[src/rtl/ddr_host_pkg.sv]
// Shared widths, switch indices and sequencer state encodings for the DDR host
// sequencer and its board/controller interface.
package ddr_host_pkg;
  localparam int ROW_W  = 13;
  localparam int COL_W  = 10;
  localparam int BA_W   = 2;
  localparam int DATA_W = 16;

  localparam int SW_LOAD_HI = 0;
  localparam int SW_LOAD_LO = 1;
  localparam int SW_WRITE   = 2;
  localparam int SW_READ    = 3;
  localparam int SW_SHOW_HI = 4;
  localparam int SW_SHOW_LO = 5;
  localparam int SW_N       = 6;

  typedef logic [2:0] state_t;
  localparam state_t ST_IDLE    = 3'd0;
  localparam state_t ST_WR_REQ  = 3'd1;
  localparam state_t ST_WR_WAIT = 3'd2;
  localparam state_t ST_RD_REQ  = 3'd3;
  localparam state_t ST_RD_WAIT = 3'd4;
  localparam state_t ST_DONE    = 3'd5;
endpackage

[src/rtl/ddr_host_seq_if.sv]
// Command/data handshake between the host sequencer (master) and the
// ddr_sdram controller (slave).
interface ddr_host_seq_if;
  import ddr_host_pkg::*;

  logic              WRITE;
  logic              READ;
  logic [DATA_W-1:0] WDATA;
  logic              DATA_OE;
  logic [BA_W-1:0]   BA_IN;
  logic [ROW_W-1:0]  ADDR_ROW_IN;
  logic [COL_W-1:0]  ADDR_COL_IN;
  logic [3:0]        WRITE_LENGTH;
  logic              BUSY;
  logic              EXT_DQS;
  logic [DATA_W-1:0] RDATA;

  modport master (
    output WRITE, READ, WDATA, DATA_OE, BA_IN, ADDR_ROW_IN, ADDR_COL_IN, WRITE_LENGTH,
    input  BUSY, EXT_DQS, RDATA
  );

  modport slave (
    input  WRITE, READ, WDATA, DATA_OE, BA_IN, ADDR_ROW_IN, ADDR_COL_IN, WRITE_LENGTH,
    output BUSY, EXT_DQS, RDATA
  );
endinterface

[src/rtl/ddr_host_seq_sw_debounce.sv]
// Push-switch conditioner: 2-FF synchronizer, down-counting stability timer and
// a one-cycle pulse on each accepted press (releases are silent).
module sw_debounce #(
  parameter int unsigned DEBOUNCE_CYCLES = 1000000
) (
  input  logic clk,
  input  logic rst_n,
  input  logic raw,
  output logic press
);
  localparam int unsigned CW = (DEBOUNCE_CYCLES > 1) ? $clog2(DEBOUNCE_CYCLES) : 1;

  logic          sync1, sync2, level;
  logic [CW-1:0] cnt;

  always_ff @(posedge clk or negedge rst_n) begin
    if (!rst_n) begin
      sync1 <= 1'b0;
      sync2 <= 1'b0;
      level <= 1'b0;
      press <= 1'b0;
      cnt   <= '0;
    end else begin
      sync1 <= raw;
      sync2 <= sync1;
      press <= 1'b0;
      // Any cycle back at the accepted level restarts the stability window.
      if (sync2 == level) begin
        cnt <= CW'(DEBOUNCE_CYCLES - 1);
      end else if (cnt == '0) begin
        level <= sync2;
        press <= sync2;
        cnt   <= CW'(DEBOUNCE_CYCLES - 1);
      end else begin
        cnt <= cnt - 1'b1;
      end
    end
  end
endmodule

[src/rtl/ddr_host_seq.sv]
// Host-side command sequencer: conditions the board switches, latches write data,
// issues WRITE/READ strobes under the BUSY handshake and shows read data on the LEDs.
module ddr_host_seq
  import ddr_host_pkg::*;
#(
  parameter int unsigned DEBOUNCE_CYCLES = 1000000,
  parameter int unsigned TIMEOUT_CYCLES  = 4095,
  parameter int unsigned BURST_LENGTH    = 2
) (
  input  logic        SYS_CLK_100M,
  input  logic        RST_N,
  input  logic [7:0]  DPSwitch,
  input  logic [5:0]  Switch,
  output logic        ERR,
  output logic [7:0]  LED,
  ddr_host_seq_if.master ctl
);
  // state      | meaning
  // ST_IDLE    | waiting for a write/read press with BUSY low
  // ST_WR_REQ  | one-cycle WRITE strobe, WDATA driven
  // ST_WR_WAIT | WDATA driven, wait BUSY rise then fall
  // ST_RD_REQ  | one-cycle READ strobe
  // ST_RD_WAIT | capture RDATA on first DQS rise, then wait BUSY low
  // ST_DONE    | advance column address by the burst length
  localparam int unsigned TW = $clog2(TIMEOUT_CYCLES + 1);

  logic [SW_N-1:0]   press;
  state_t            state, state_nxt;
  logic [TW-1:0]     tmr;
  logic              timeout, seen_busy, captured, data_oe, dqs_rise;
  logic              dqs_s1, dqs_s2, dqs_s3;
  logic [DATA_W-1:0] rdata_d1, rdata_d2, read_data, wdata;
  logic [7:0]        pend_hi_val, pend_lo_val;
  logic              pend_hi, pend_lo;
  logic [COL_W-1:0]  col;

  for (genvar i = 0; i < SW_N; i++) begin : g_sw
    sw_debounce #(.DEBOUNCE_CYCLES(DEBOUNCE_CYCLES)) u_db (
      .clk   (SYS_CLK_100M),
      .rst_n (RST_N),
      .raw   (Switch[i]),
      .press (press[i])
    );
  end

  assign data_oe          = (state == ST_WR_REQ) || (state == ST_WR_WAIT);
  assign dqs_rise         = dqs_s2 & ~dqs_s3;
  assign ctl.WRITE        = (state == ST_WR_REQ);
  assign ctl.READ         = (state == ST_RD_REQ);
  assign ctl.DATA_OE      = data_oe;
  assign ctl.WDATA        = wdata;
  assign ctl.BA_IN        = '0;
  assign ctl.ADDR_ROW_IN  = '0;
  assign ctl.ADDR_COL_IN  = col;
  assign ctl.WRITE_LENGTH = 4'd1;

  always_comb begin
    state_nxt = state;
    timeout   = 1'b0;
    case (state)
      ST_IDLE: begin
        if (press[SW_WRITE] && !ctl.BUSY)     state_nxt = ST_WR_REQ;
        else if (press[SW_READ] && !ctl.BUSY) state_nxt = ST_RD_REQ;
      end
      ST_WR_REQ: state_nxt = ST_WR_WAIT;
      ST_WR_WAIT: begin
        if (seen_busy && !ctl.BUSY) state_nxt = ST_DONE;
        else if (tmr == '0) begin
          state_nxt = ST_IDLE;
          timeout   = 1'b1;
        end
      end
      ST_RD_REQ: state_nxt = ST_RD_WAIT;
      ST_RD_WAIT: begin
        if (captured && !ctl.BUSY) state_nxt = ST_DONE;
        else if (tmr == '0) begin
          state_nxt = ST_IDLE;
          timeout   = 1'b1;
        end
      end
      ST_DONE: state_nxt = ST_IDLE;
      default: state_nxt = ST_IDLE;
    endcase
  end

  always_ff @(posedge SYS_CLK_100M or negedge RST_N) begin
    if (!RST_N) begin
      state     <= ST_IDLE;
      tmr       <= '0;
      seen_busy <= 1'b0;
      captured  <= 1'b0;
      read_data <= '0;
      col       <= '0;
      ERR       <= 1'b0;
    end else begin
      state <= state_nxt;
      if (state_nxt != state) tmr <= TW'(TIMEOUT_CYCLES - 1);
      else if (tmr != '0)     tmr <= tmr - 1'b1;
      if (state == ST_WR_REQ)                       seen_busy <= 1'b0;
      else if (state == ST_WR_WAIT && ctl.BUSY)     seen_busy <= 1'b1;
      if (state == ST_RD_REQ) captured <= 1'b0;
      else if (state == ST_RD_WAIT && dqs_rise && !captured) begin
        captured  <= 1'b1;
        read_data <= rdata_d2;
      end
      if (timeout)           ERR <= 1'b1;
      if (state == ST_DONE)  col <= col + COL_W'(BURST_LENGTH);
    end
  end

  // RDATA is delayed to match the DQS synchronizer so the captured word is the one present at the strobe.
  always_ff @(posedge SYS_CLK_100M or negedge RST_N) begin
    if (!RST_N) begin
      dqs_s1      <= 1'b0;
      dqs_s2      <= 1'b0;
      dqs_s3      <= 1'b0;
      rdata_d1    <= '0;
      rdata_d2    <= '0;
      wdata       <= '0;
      pend_hi     <= 1'b0;
      pend_lo     <= 1'b0;
      pend_hi_val <= '0;
      pend_lo_val <= '0;
      LED         <= '0;
    end else begin
      dqs_s1   <= ctl.EXT_DQS;
      dqs_s2   <= dqs_s1;
      dqs_s3   <= dqs_s2;
      rdata_d1 <= ctl.RDATA;
      rdata_d2 <= rdata_d1;

      if (!data_oe) begin
        pend_hi <= 1'b0;
        pend_lo <= 1'b0;
        if (press[SW_LOAD_HI]) wdata[15:8] <= DPSwitch;
        else if (pend_hi)      wdata[15:8] <= pend_hi_val;
        if (press[SW_LOAD_LO]) wdata[7:0]  <= DPSwitch;
        else if (pend_lo)      wdata[7:0]  <= pend_lo_val;
      end else begin
        if (press[SW_LOAD_HI]) begin
          pend_hi     <= 1'b1;
          pend_hi_val <= DPSwitch;
        end
        if (press[SW_LOAD_LO]) begin
          pend_lo     <= 1'b1;
          pend_lo_val <= DPSwitch;
        end
      end

      if (press[SW_SHOW_LO])      LED <= read_data[7:0];
      else if (press[SW_SHOW_HI]) LED <= read_data[15:8];
    end
  end
endmodule

[src/flat_wrapper.sv]
// flat-port wrapper written by rule: the top's interface ports become plain ports
module ddr_host_seq_flat import ddr_host_pkg::*;
#(
  parameter int unsigned DEBOUNCE_CYCLES = 1000000,
  parameter int unsigned TIMEOUT_CYCLES  = 4095,
  parameter int unsigned BURST_LENGTH    = 2
)
  (SYS_CLK_100M, RST_N, DPSwitch, Switch, ERR, LED, ctl_WRITE, ctl_READ, ctl_WDATA, ctl_DATA_OE, ctl_BA_IN, ctl_ADDR_ROW_IN, ctl_ADDR_COL_IN, ctl_WRITE_LENGTH, ctl_BUSY, ctl_EXT_DQS, ctl_RDATA);
  ddr_host_seq_if ctl_i ();
  input  logic SYS_CLK_100M;
  input  logic RST_N;
  input  logic [7:0] DPSwitch;
  input  logic [5:0] Switch;
  output logic ERR;
  output logic [7:0] LED;
  output wire logic [$bits(ctl_i.WRITE)-1:0] ctl_WRITE;
  output wire logic [$bits(ctl_i.READ)-1:0] ctl_READ;
  output wire logic [$bits(ctl_i.WDATA)-1:0] ctl_WDATA;
  output wire logic [$bits(ctl_i.DATA_OE)-1:0] ctl_DATA_OE;
  output wire logic [$bits(ctl_i.BA_IN)-1:0] ctl_BA_IN;
  output wire logic [$bits(ctl_i.ADDR_ROW_IN)-1:0] ctl_ADDR_ROW_IN;
  output wire logic [$bits(ctl_i.ADDR_COL_IN)-1:0] ctl_ADDR_COL_IN;
  output wire logic [$bits(ctl_i.WRITE_LENGTH)-1:0] ctl_WRITE_LENGTH;
  input wire logic [$bits(ctl_i.BUSY)-1:0] ctl_BUSY;
  input wire logic [$bits(ctl_i.EXT_DQS)-1:0] ctl_EXT_DQS;
  input wire logic [$bits(ctl_i.RDATA)-1:0] ctl_RDATA;
  assign ctl_WRITE = ctl_i.WRITE;
  assign ctl_READ = ctl_i.READ;
  assign ctl_WDATA = ctl_i.WDATA;
  assign ctl_DATA_OE = ctl_i.DATA_OE;
  assign ctl_BA_IN = ctl_i.BA_IN;
  assign ctl_ADDR_ROW_IN = ctl_i.ADDR_ROW_IN;
  assign ctl_ADDR_COL_IN = ctl_i.ADDR_COL_IN;
  assign ctl_WRITE_LENGTH = ctl_i.WRITE_LENGTH;
  assign ctl_i.BUSY = ctl_BUSY;
  assign ctl_i.EXT_DQS = ctl_EXT_DQS;
  assign ctl_i.RDATA = ctl_RDATA;
  ddr_host_seq #(.DEBOUNCE_CYCLES(DEBOUNCE_CYCLES), .TIMEOUT_CYCLES(TIMEOUT_CYCLES), .BURST_LENGTH(BURST_LENGTH)) u_core (.SYS_CLK_100M(SYS_CLK_100M), .RST_N(RST_N), .DPSwitch(DPSwitch), .Switch(Switch), .ERR(ERR), .LED(LED), .ctl(ctl_i));
endmodule
[config.mk]
export PLATFORM = sky130hd
export DESIGN_NAME = ddr_host_seq_flat
export DESIGN_NICKNAME = d
export VERILOG_FILES = /design/src/rtl/ddr_host_pkg.sv /design/src/rtl/ddr_host_seq_if.sv /design/src/rtl/ddr_host_seq_sw_debounce.sv /design/src/rtl/ddr_host_seq.sv /design/src/flat_wrapper.sv
export SDC_FILE = /design/constraint.sdc
export NUM_CORES = 1
export LEC_CHECK = 0
export BUFFER_PORTS_ARGS = -buffer_cell sky130_fd_sc_hd__buf_2
export CAP_MARGIN = 5
export CELL_PAD_IN_SITES_DETAIL_PLACEMENT = 0
export CELL_PAD_IN_SITES_GLOBAL_PLACEMENT = 1
export CORE_UTILIZATION = 52
export DETAILED_ROUTE_END_ITERATION = 16
export GPL_TIMING_DRIVEN = 0
export PLACE_DENSITY = 0.95
export SYNTH_ARGS = -nofsm -noshare
export SYNTH_HDL_FRONTEND = slang
export SYNTH_HIERARCHICAL = 1
export SYNTH_SLANG_ARGS = --single-unit
[constraint.sdc]
create_clock -name SYS_CLK_100M -period 3.4 [get_ports SYS_CLK_100M]
set_clock_uncertainty 0.2 [all_clocks]
set_input_delay 0.51 -clock SYS_CLK_100M [delete_from_list [all_inputs] [get_ports SYS_CLK_100M]]
set_output_delay 0.51 -clock SYS_CLK_100M [all_outputs]
set_load 0.05 [all_outputs]
==> impl_metrics.ini, run 1 <==
[timing]
rsz0062_at_grt = no
min_period_over_period_pct = 84.2
setup_violations = 0
timing.final.crit_period_ns = 2.86
setup_tns_ns = 0
fin_ws_ns = 0.536
slew_headroom_pct = 51.9
fmaxAchievable_mhz = 349
tightest_slew_ns = 0.721
hold_violations = 0
finalMaxSlewViolations = 0

[setup_path]
critPathSlowestCell = nor3b_1
cp_max_fo = 10
critical_path_class = flip-flop to flip-flop
crit_family = simple AND/OR/NAND/NOR gates
cp_cell_sequence = inv_1 > ha_1 > nor3b_1 > nand3_1 > a32o_1 > clkbuf_1 > o2111ai_1
critPathBufInv = 2
required_ns = 3.65
critPathArrivalTime_ns = 3.11
crit_path_end_kind = flip-flop
slowest_delay_ns = 0.53
start_kind = flip-flop

[pwr]
power.internal_mw = 5.66
clockPowerShare_pct = 43.2
pwr-share-seq_pct = 45.7
peakVddDrop_mv = 0.364
combinationalPowerShare_pct = 11.1
leakagePower_nw = 5.95
switchingPower_mw = 1.84
p_sw_share_pct = 24.5
powerDensity_mw_per_mm2 = 523

[clock_tree]
cts_num_sinks = 264
clock_path_buffers = 3
clock_latency_ns = 0.53
cts_tree = done
h-tree-depth = 1
cts-root-buf = clkbuf_16
cts_buffers = 28
clkSlewWorstSetupHoldPaths_ns = 0.06

[synthesis]
ys_seq_area_share_pct = 54.0
synth_cell_types = 57
synth-seq-cells = 264
yosys_warnings = 6
async_flop_share_pct = 100
postSynthCellCount = 1065
ys.flop_type = dfrtp_1
synth_edf_count = 0
syn_avg_cell_area_um2 = 11.5
syn_area_mm2 = 0.0122

[floorplanning]
num_rows = 55
num_io_pins = 91
fp.dieH_um = 155
die-area_mm2 = 0.0242
die_w_um = 155
core-area_mm2 = 0.0228
initial_core_util_pct = 53.6

[placement]
post-place-ws_ns = 0.572
dpl.hpwl_mm = 15.3
gp_congestion = 0.796
port_buffers = 70
dp_cells = 1468

[cells_and_area]
area_growth_pct = 17.2
antenna_cells = 0
layout.nets = 1257
final_cell_mix = 264 x dfrtp_1, 123 x nand2_1, 86 x buf_2
final_common_cell = dfrtp_1
fin_cells = 1542
drive_gt1_share_pct = 21.2

[routing]
viasPerCell = 5.42
dr_wl_met3_um = 912
drt_iter0_drc = 464
met1Wirelength_mm = 10.8
dr.pass1.iters = 5
drcViolationCount = 0
top_layer = met4
vias = 8355
antenna_left = 0
wl_per_cell_um = 15.2
wl_met2_mm = 11.5
drt-total-wl_mm = 23.5

[global_route]
grt_start_max_net_pins = 110
grt_usage_pct = 20.4
grt_pass1_vias = 8280
grt_pass1_wl_mm = 40.5
antenna_found_initial = 0
grt-ovfl-total = 0

[run_status]
status = finished, final reports clean

[flow_run]
cap_violations = 0

[min_path]
hold_class = input pin to flip-flop
-- power by group through the flow --
stage | Combinational, mW | Clock [mW] | Sequential [mW]
final | 0.834 | 3.24 | 3.43
after detailed placement | 0.809 | 0 | 3.48
after global routing | 0.922 | 3.45 | 3.45
after global placement | 0.778 | 0 | 3.48
after floorplan | 0.536 | 0 | 3.50
after CTS | 0.836 | 3.31 | 3.43
-- flip-flops by register name, summed over array words and instances, names as in the netlist, 8 cells and up --
register and cells:
u_core/read_data 16, u_core/rdata_d2 16, u_core/tmr 12, u_core/ctl.ADDR_COL_IN 9, u_core/rdata_d1 16, u_core/pend_hi_val 8, u_core/g_sw.u_db/cnt 120, u_core/pend_lo_val 8
u_core/LED 8, u_core/ctl.WDATA 16
-- cell families after synthesis --
logic type	count (synthesis)	share of synthesized area [%]
other cells	2	0.0613
flops	264	54.0
buf+inv	79	3.58
fa+ha+maj	14	1.43
xor+xnor	96	6.87
compound gates	143	7.83
simple gates	409	21.2
mux	58	5.08
-- cell type report --
type | count | area [um^2]
Inverter | 25 | 93.8
Clock buffer | 42 | 825
Buffer | 54 | 344
Clock inverter | 8 | 168
Fill cell | 1784 | 8500
Tap cell | 313 | 392
Multi-Input combinational cell | 740 | 5270
Sequential cell | 264 | 6610
Timing Repair Buffer | 96 | 656
-- path summary, 6_finish.rpt --
path	from	endpoint	slack (ns)	cells after the start
max reg2reg	u_core/tmr[0]$_DFFE_PN0P_	u_core/tmr[5]$_DFFE_PN0P_	0.54	7
min in group asynchronous	RST_N	u_core/g_sw[5].u_db/cnt[4]$_DFF_PN0_	0.31	2
max	u_core/tmr[0]$_DFFE_PN0P_	u_core/tmr[5]$_DFFE_PN0P_	0.54	7
min reg2reg	u_core/rdata_d1[6]$_DFF_PN0_	u_core/rdata_d2[6]$_DFF_PN0_	0.15	0
min	DPSwitch[7]	u_core/pend_lo_val[7]$_DFFE_PN0P_	0.06	2
max in group asynchronous	RST_N	u_core/g_sw[1].u_db/sync1$_DFF_PN0_	1.79	3
-- Yosys cell counts, types with 2 or more instances --
master | count | area, um^2
buf_4 | 20 | 150
nand4b_4 | 6 | 143
nor2_1 | 78 | 293
o32a_1 | 12 | 120
nor4_4 | 18 | 383
nor3_1 | 11 | 55.1
buf_6 | 6 | 67.6
xnor2_1 | 38 | 333
inv_1 | 25 | 93.8
or4_1 | 10 | 75.1
o41ai_1 | 6 | 52.6
o21bai_1 | 2 | 15.0
o2111ai_1 | 4 | 35.0
nand3_2 | 6 | 60.1
nand3_1 | 42 | 210
conb_1 | 2 | 7.51
a21oi_1 | 34 | 170
nand2_1 | 123 | 462
o21a_1 | 14 | 105
nor4b_1 | 7 | 61.3
nor3b_2 | 6 | 75.1
nand4_1 | 27 | 169
nor4_2 | 6 | 75.1
mux2i_1 | 25 | 250
and3b_1 | 7 | 61.3
nor4_1 | 14 | 87.6
buf_2 | 17 | 85.1
o22ai_1 | 2 | 12.5
nor2b_1 | 3 | 18.8
nand4b_1 | 6 | 52.6
or4_4 | 7 | 78.8
o31ai_1 | 23 | 173
nor2_2 | 6 | 37.5
o21ai_0 | 35 | 175
nand2b_1 | 3 | 18.8
mux2_2 | 33 | 372
dfrtp_1 | 264 | 6610
nor3_2 | 6 | 60.1
nor3b_1 | 2 | 15.0
ha_1 | 14 | 175
and3_1 | 8 | 50.1
o21ai_2 | 6 | 52.6
clkbuf_1 | 10 | 37.5
xor2_1 | 58 | 508
-- per-stage QoR --
step	instance area [um^2]	hold WS, ns	util [%]	total power [mW]
after detailed placement	13100	0.135	57.4	4.29
after floorplan	12300	0.0144	-	4.03
after CTS	14400	0.0369	62.8	7.58
final	14400	0.0557	62.8	7.50
after global routing	14400	0.0460	62.8	7.82
after global placement	13100	0.134	57.1	4.25
-- worst register-to-register path: stages (launching register included) --
cell,delay (ns)
dfrtp_1,0.39
inv_1,0.10
ha_1,0.27
nor3b_1,0.53
nand3_1,0.42
a32o_1,0.42
clkbuf_1,0.26
o2111ai_1,0.18
-- per-layer routing --
| layer | GRT usage [%] | vias up |
|---|---|---|
| met5 | 0 | - |
| met4 | 5.00 | 0 |
| met3 | 3.26 | 33 |
| met2 | 33.5 | 142 |
| met1 | 28.3 | 4132 |
| li1 | - | 4048 |
-- timing repair --
item | in CTS | in global routing
resized for setup | 0 | 0
setup buffers | 0 | 0
endpoints found under the hold margin | 86 | 0
hold buffers | 24 | 0
Power figures use the tool's default switching activity.
==> run 2: changes to the inputs <==
--- a/config.mk
+++ b/config.mk
@@ -9,10 +9,10 @@
 export CAP_MARGIN = 5
 export CELL_PAD_IN_SITES_DETAIL_PLACEMENT = 0
 export CELL_PAD_IN_SITES_GLOBAL_PLACEMENT = 1
-export CORE_UTILIZATION = 52
+export CORE_UTILIZATION = 44
 export DETAILED_ROUTE_END_ITERATION = 16
 export GPL_TIMING_DRIVEN = 0
-export PLACE_DENSITY = 0.95
+export PLACE_DENSITY = 0.87
 export SYNTH_ARGS = -nofsm -noshare
 export SYNTH_HDL_FRONTEND = slang
 export SYNTH_HIERARCHICAL = 1
==> constraint.sdc (replaced) <==
create_clock -name SYS_CLK_100M -period 2.6 [get_ports SYS_CLK_100M]
set_clock_uncertainty 0.2 [all_clocks]
set_input_delay 0.39 -clock SYS_CLK_100M [delete_from_list [all_inputs] [get_ports SYS_CLK_100M]]
set_output_delay 0.39 -clock SYS_CLK_100M [all_outputs]
set_load 0.05 [all_outputs]
==> impl_metrics.ini, run 2 (synthesis results as in run 1) <==
[placement]
post-place-ws_ns = -0.194
dpl.hpwl_mm = 15.1
port_buffers = 70
gp_congestion = 0.780

[setup_path]
required_ns = 2.81
critPathSlowestCell = or4b_2
crit_path_end_kind = flip-flop
crit_family = simple AND/OR/NAND/NOR gates
cp_cell_sequence = buf_2 > inv_2 > nand3_1 > or4b_2 > buf_2 > buf_2 > mux2_2
critPathArrivalTime_ns = 2.67
cp_max_fo = 10
critical_path_class = flip-flop to flip-flop
slowest_delay_ns = 0.66
cp_common_cell = buf_2
start_kind = flip-flop
critPathBufInv = 4
r2r_slack_ns = 0.13

[cells_and_area]
largest_reg_flops = 120
largest-register = u_core/g_sw.u_db/cnt
area_growth_pct = 17.2
layout.nets = 1263
fillers = 2294
drive_gt1_share_pct = 21.2
final_common_cell = dfrtp_1
antenna_cells = 0
final_cell_mix = 264 x dfrtp_1, 123 x nand2_1, 85 x buf_2

[timing]
fmaxAchievable_mhz = 405
rsz0062_at_grt = no
timing.final.crit_period_ns = 2.47
setup_violations = 0
tightest_slew_ns = 0.803
min_period_over_period_pct = 94.9
finalMaxSlewViolations = 0
hold_slack_ns = 0.0526
hold_violations = 0
slew_headroom_pct = 46.0
fin_ws_ns = 0.133

[pwr]
powerDensity_mw_per_mm2 = 638
peakVddDrop_mv = 0.469
leakagePower_nw = 5.92

[clock_tree]
post_cts_buffers = 0
h-tree-depth = 1
cts-root-buf = clkbuf_16
clock_path_buffers = 3
cts_tree = done
cts_num_sinks = 264
cts_buffers = 27
clock_latency_ns = 0.52
clkSlewWorstSetupHoldPaths_ns = 0.06

[routing]
dr_wl_met3_um = 823
drcViolationCount = 0
drt-total-wl_mm = 22.9
dr.pass1.iters = 5
antenna_left = 0
drt_iter0_drc = 572
wl_per_cell_um = 14.3
top_layer = met4
wl_met2_mm = 11.0
vias = 8386
viasPerCell = 5.23
met1Wirelength_mm = 10.8

[floorplanning]
core-area_mm2 = 0.0271
num_rows = 60
initial_core_util_pct = 45.2
die-area_mm2 = 0.0285
die_w_um = 169
num_io_pins = 91
fp.dieH_um = 169

[global_route]
grt_pass1_wl_mm = 39.8
antenna_found_initial = 0
grt_pass1_vias = 8262
grt-ovfl-total = 0
grt_usage_pct = 16.7
grt_start_max_net_pins = 98

[min_path]
hold_class = input pin to flip-flop

[run_status]
status = finished, final reports clean

[flow_run]
cap_violations = 0
run 2: cell types whose count changed in the layout (fill, tap and decap cells not counted), moves of 2 or more:
cell / change
dlygate4sd3_1: +8
clkbuf_1: -2
bufinv_16: -5
clkbuf_2: +2
clkbuf_16: -2
run 2: final timing paths:
path | from | cells after the start | endpoint
worst max-delay path | u_core/state[1]$_DFF_PN0_ | 7 | u_core/read_data[12]$_DFFE_PN0P_
worst min-delay path | ctl_BUSY | 3 | u_core/state[0]$_DFF_PN0_
worst max register to register | u_core/state[1]$_DFF_PN0_ | 7 | u_core/read_data[12]$_DFFE_PN0P_
worst min register to register | u_core/rdata_d1[9]$_DFF_PN0_ | 0 | u_core/rdata_d2[9]$_DFF_PN0_
max in group asynchronous | RST_N | 4 | u_core/ctl.WDATA[5]$_DFFE_PN0P_
min in group asynchronous | RST_N | 2 | u_core/g_sw[5].u_db/cnt[2]$_DFF_PN0_
run 2: layer usage:
metal / vias to the layer above / track usage (%)
li1: 4059 / -
met1: 4162 / 23.0
met2: 134 / 27.8
met3: 31 / 2.15
met4: 0 / 4.19
met5: - / 0
run 2: what timing repair did:
action                                 in CTS  in global routing
hold buffers                               32                  0
endpoints found under the hold margin     120                  0
setup endpoints to repair                  12                 22
gates cloned                                0                  0
gates resized for setup                     4                  4
run 2: cell type report:
class	instances	area, um^2	area share, %
inverter	25	93.8	0.654
clock inverter	4	23.8	0.166
multi-input combinational	740	5290	36.9
clock buffer	42	792	5.52
tap	372	465	3.24
buffer	53	343	2.39
timing repair buffer	104	738	5.14
sequential	264	6610	46.0
run 2: worst register-to-register path: stages, from the launching register on:
cell,delay [ns]
dfrtp_1,0.35
buf_2,0.17
inv_2,0.13
nand3_1,0.11
or4b_2,0.66
buf_2,0.21
buf_2,0.23
mux2_2,0.30
run 2: power by group:
group	switching (mW)	internal, mW	leakage (nW)
clock network	1.50	2.07	0.402
logic	0.682	0.407	2.48
registers	0.165	4.34	3.04
total	2.34	6.82	5.92
run 2: per-stage QoR:
step           instance area, um^2  instances  setup TNS, ns  utilization [%]  power (mW)
3_3_place_gp                 13100       1525       -1029.66             48.4        5.59
6_report                     14400       1604              0             53.0        9.16
3_5_place_dp                 13200       1527          -1.55             48.7        5.62
2_1_floorplan                12300       1083              0                -        5.28
5_1_grt                      14400       1604              0             53.0        9.60
4_1_cts                      14300       1605              0             52.9        9.28
==> run 3: changes to the inputs <==
--- a/config.mk
+++ b/config.mk
@@ -5,14 +5,16 @@
 export SDC_FILE = /design/constraint.sdc
 export NUM_CORES = 1
 export LEC_CHECK = 0
+export ABC_CLOCK_PERIOD_IN_PS = 2450
 export BUFFER_PORTS_ARGS = -buffer_cell sky130_fd_sc_hd__buf_2
 export CAP_MARGIN = 5
 export CELL_PAD_IN_SITES_DETAIL_PLACEMENT = 0
 export CELL_PAD_IN_SITES_GLOBAL_PLACEMENT = 1
-export CORE_UTILIZATION = 44
+export CORE_UTILIZATION = 49
 export DETAILED_ROUTE_END_ITERATION = 16
 export GPL_TIMING_DRIVEN = 0
-export PLACE_DENSITY = 0.87
+export MAX_ROUTING_LAYER = met4
+export PLACE_DENSITY = 0.91
 export SYNTH_ARGS = -nofsm -noshare
 export SYNTH_HDL_FRONTEND = slang
 export SYNTH_HIERARCHICAL = 1
==> constraint.sdc (replaced) <==
create_clock -name SYS_CLK_100M -period 2.45 [get_ports SYS_CLK_100M]
set_clock_uncertainty 0.2 [all_clocks]
set_input_delay 0.3675 -clock SYS_CLK_100M [delete_from_list [all_inputs] [get_ports SYS_CLK_100M]]
set_output_delay 0.3675 -clock SYS_CLK_100M [all_outputs]
set_load 0.05 [all_outputs]
==> impl_metrics.ini, run 3 (synthesis results as in run 1) <==
[run_status]
status = finished, final reports clean

[clock_tree]
h-tree-depth = 1
cts-root-buf = clkbuf_16
clock_path_buffers = 3
cts_num_sinks = 264
cts_tree = done
clkSlewWorstSetupHoldPaths_ns = 0.06
cts_buffers = 28
clock_latency_ns = 0.53

[timing]
rsz0062_at_grt = no
slew_headroom_pct = 52.8
min_period_over_period_pct = 97.6
setup_tns_ns = 0
fmaxAchievable_mhz = 418
tightest_slew_ns = 0.708
setup_violations = 0
hold_violations = 0
finalMaxSlewViolations = 0
timing.final.crit_period_ns = 2.39
hold_slack_ns = 0.146

[floorplanning]
core-area_mm2 = 0.0244
initial_core_util_pct = 50.2
fp.dieH_um = 160
die_w_um = 160
die-area_mm2 = 0.0256
num_io_pins = 91
num_rows = 57

[cells_and_area]
largest-register = u_core/g_sw.u_db/cnt
drive_gt1_share_pct = 22.5
area_growth_pct = 18.7
largest_reg_flops = 120
final_common_cell = dfrtp_1
final_util_pct = 59.6
final_cell_mix = 262 x dfrtp_1, 123 x nand2_1, 83 x buf_2
fillers = 1955
layout.nets = 1267

[min_path]
hold_class = flip-flop to flip-flop

[routing]
antenna_left = 0
drcViolationCount = 0
wl_per_cell_um = 15.0
drt-total-wl_mm = 23.4
vias = 8410
drt_iter0_drc = 488
dr.pass1.iters = 5
viasPerCell = 5.37

[placement]
gp_congestion = 0.787
port_buffers = 70
dpl.hpwl_mm = 15.3

[setup_path]
crit_path_end_kind = flip-flop
critical_path_class = flip-flop to flip-flop
cp_max_fo = 6
start_kind = flip-flop
critPathArrivalTime_ns = 2.64
required_ns = 2.70

[global_route]
grt_pass1_wl_mm = 40.4
grt_start_max_net_pins = 104
grt_usage_pct = 19.3
grt_pass1_vias = 8260
antenna_found_initial = 1
grt-ovfl-total = 0

[pwr]
powerDensity_mw_per_mm2 = 715
peakVddDrop_mv = 0.486
total_power_mw = 10.4
leakagePower_nw = 6.02

[flow_run]
cap_violations = 0
run 3: cell type report:
cell class | instances | area (um^2) | area share, %
inverter | 25 | 93.8 | 0.646
antenna | 1 | 2.50 | 0.0172
tap | 324 | 405 | 2.79
timing repair buffer | 108 | 777 | 5.35
sequential | 264 | 6610 | 45.5
multi-input combinational | 740 | 5310 | 36.6
clock inverter | 12 | 183 | 1.26
clock buffer | 40 | 806 | 5.54
buffer | 52 | 344 | 2.37
run 3: path summary, 6_finish.rpt:
check | cells past startpoint | from | end | slack [ns]
max | 5 | u_core/tmr[5]$_DFFE_PN0P_ | u_core/tmr[11]$_DFFE_PN0P_ | 0.06
min | 0 | u_core/rdata_d1[8]$_DFF_PN0_ | u_core/rdata_d2[8]$_DFF_PN0_ | 0.15
max reg2reg | 5 | u_core/tmr[5]$_DFFE_PN0P_ | u_core/tmr[11]$_DFFE_PN0P_ | 0.06
min reg2reg | 0 | u_core/rdata_d1[8]$_DFF_PN0_ | u_core/rdata_d2[8]$_DFF_PN0_ | 0.15
max in group asynchronous | 3 | RST_N | u_core/state[2]$_DFF_PN0_ | 0.82
min in group asynchronous | 2 | RST_N | u_core/rdata_d2[15]$_DFF_PN0_ | 0.23
run 3: metrics by stage:
stage | instance area, um^2 | instances | setup slack, ns
6_report | 14500 | 1566 | 0.0591
5_1_grt | 14500 | 1566 | 0.00259
4_1_cts | 14500 | 1562 | 0.00105
3_5_place_dp | 13100 | 1479 | -0.349
3_3_place_gp | 13100 | 1477 | -4.00
2_1_floorplan | 12300 | 1083 | 0.0307
run 3: timing repair:
action                                  CTS  global route
setup buffers                             0             3
endpoints found under the hold margin   132             0
pin swaps                                 0             2
hold buffers                             33             0
gates resized for setup                  10             9
endpoints found under the setup margin   25            12
run 3: critical path, stage by stage, from the launching register on:
cell,delay (ns)
dfrtp_1,0.42
or4_4,0.53
buf_6,0.14
or4_4,0.48
or4_4,0.43
nand4_1,0.12
run 3: where the power goes:
| part | internal [mW] | leakage, nW | total, mW | switching [mW] |
|---|---|---|---|---|
| combinational | 0.467 | 2.51 | 1.22 | 0.749 |
| clock | 2.71 | 0.475 | 4.39 | 1.68 |
| sequential | 4.61 | 3.04 | 4.78 | 0.173 |
run 3: layer usage:
| layer | part of all wire [%] | global-route usage, % |
|---|---|---|
| met1 | 46 | 26.2 |
| met2 | 49 | 30.9 |
| met3 | 3.0 | 2.29 |
| met4 | 1.8 | 4.89 |
| met5 | 0 | - |
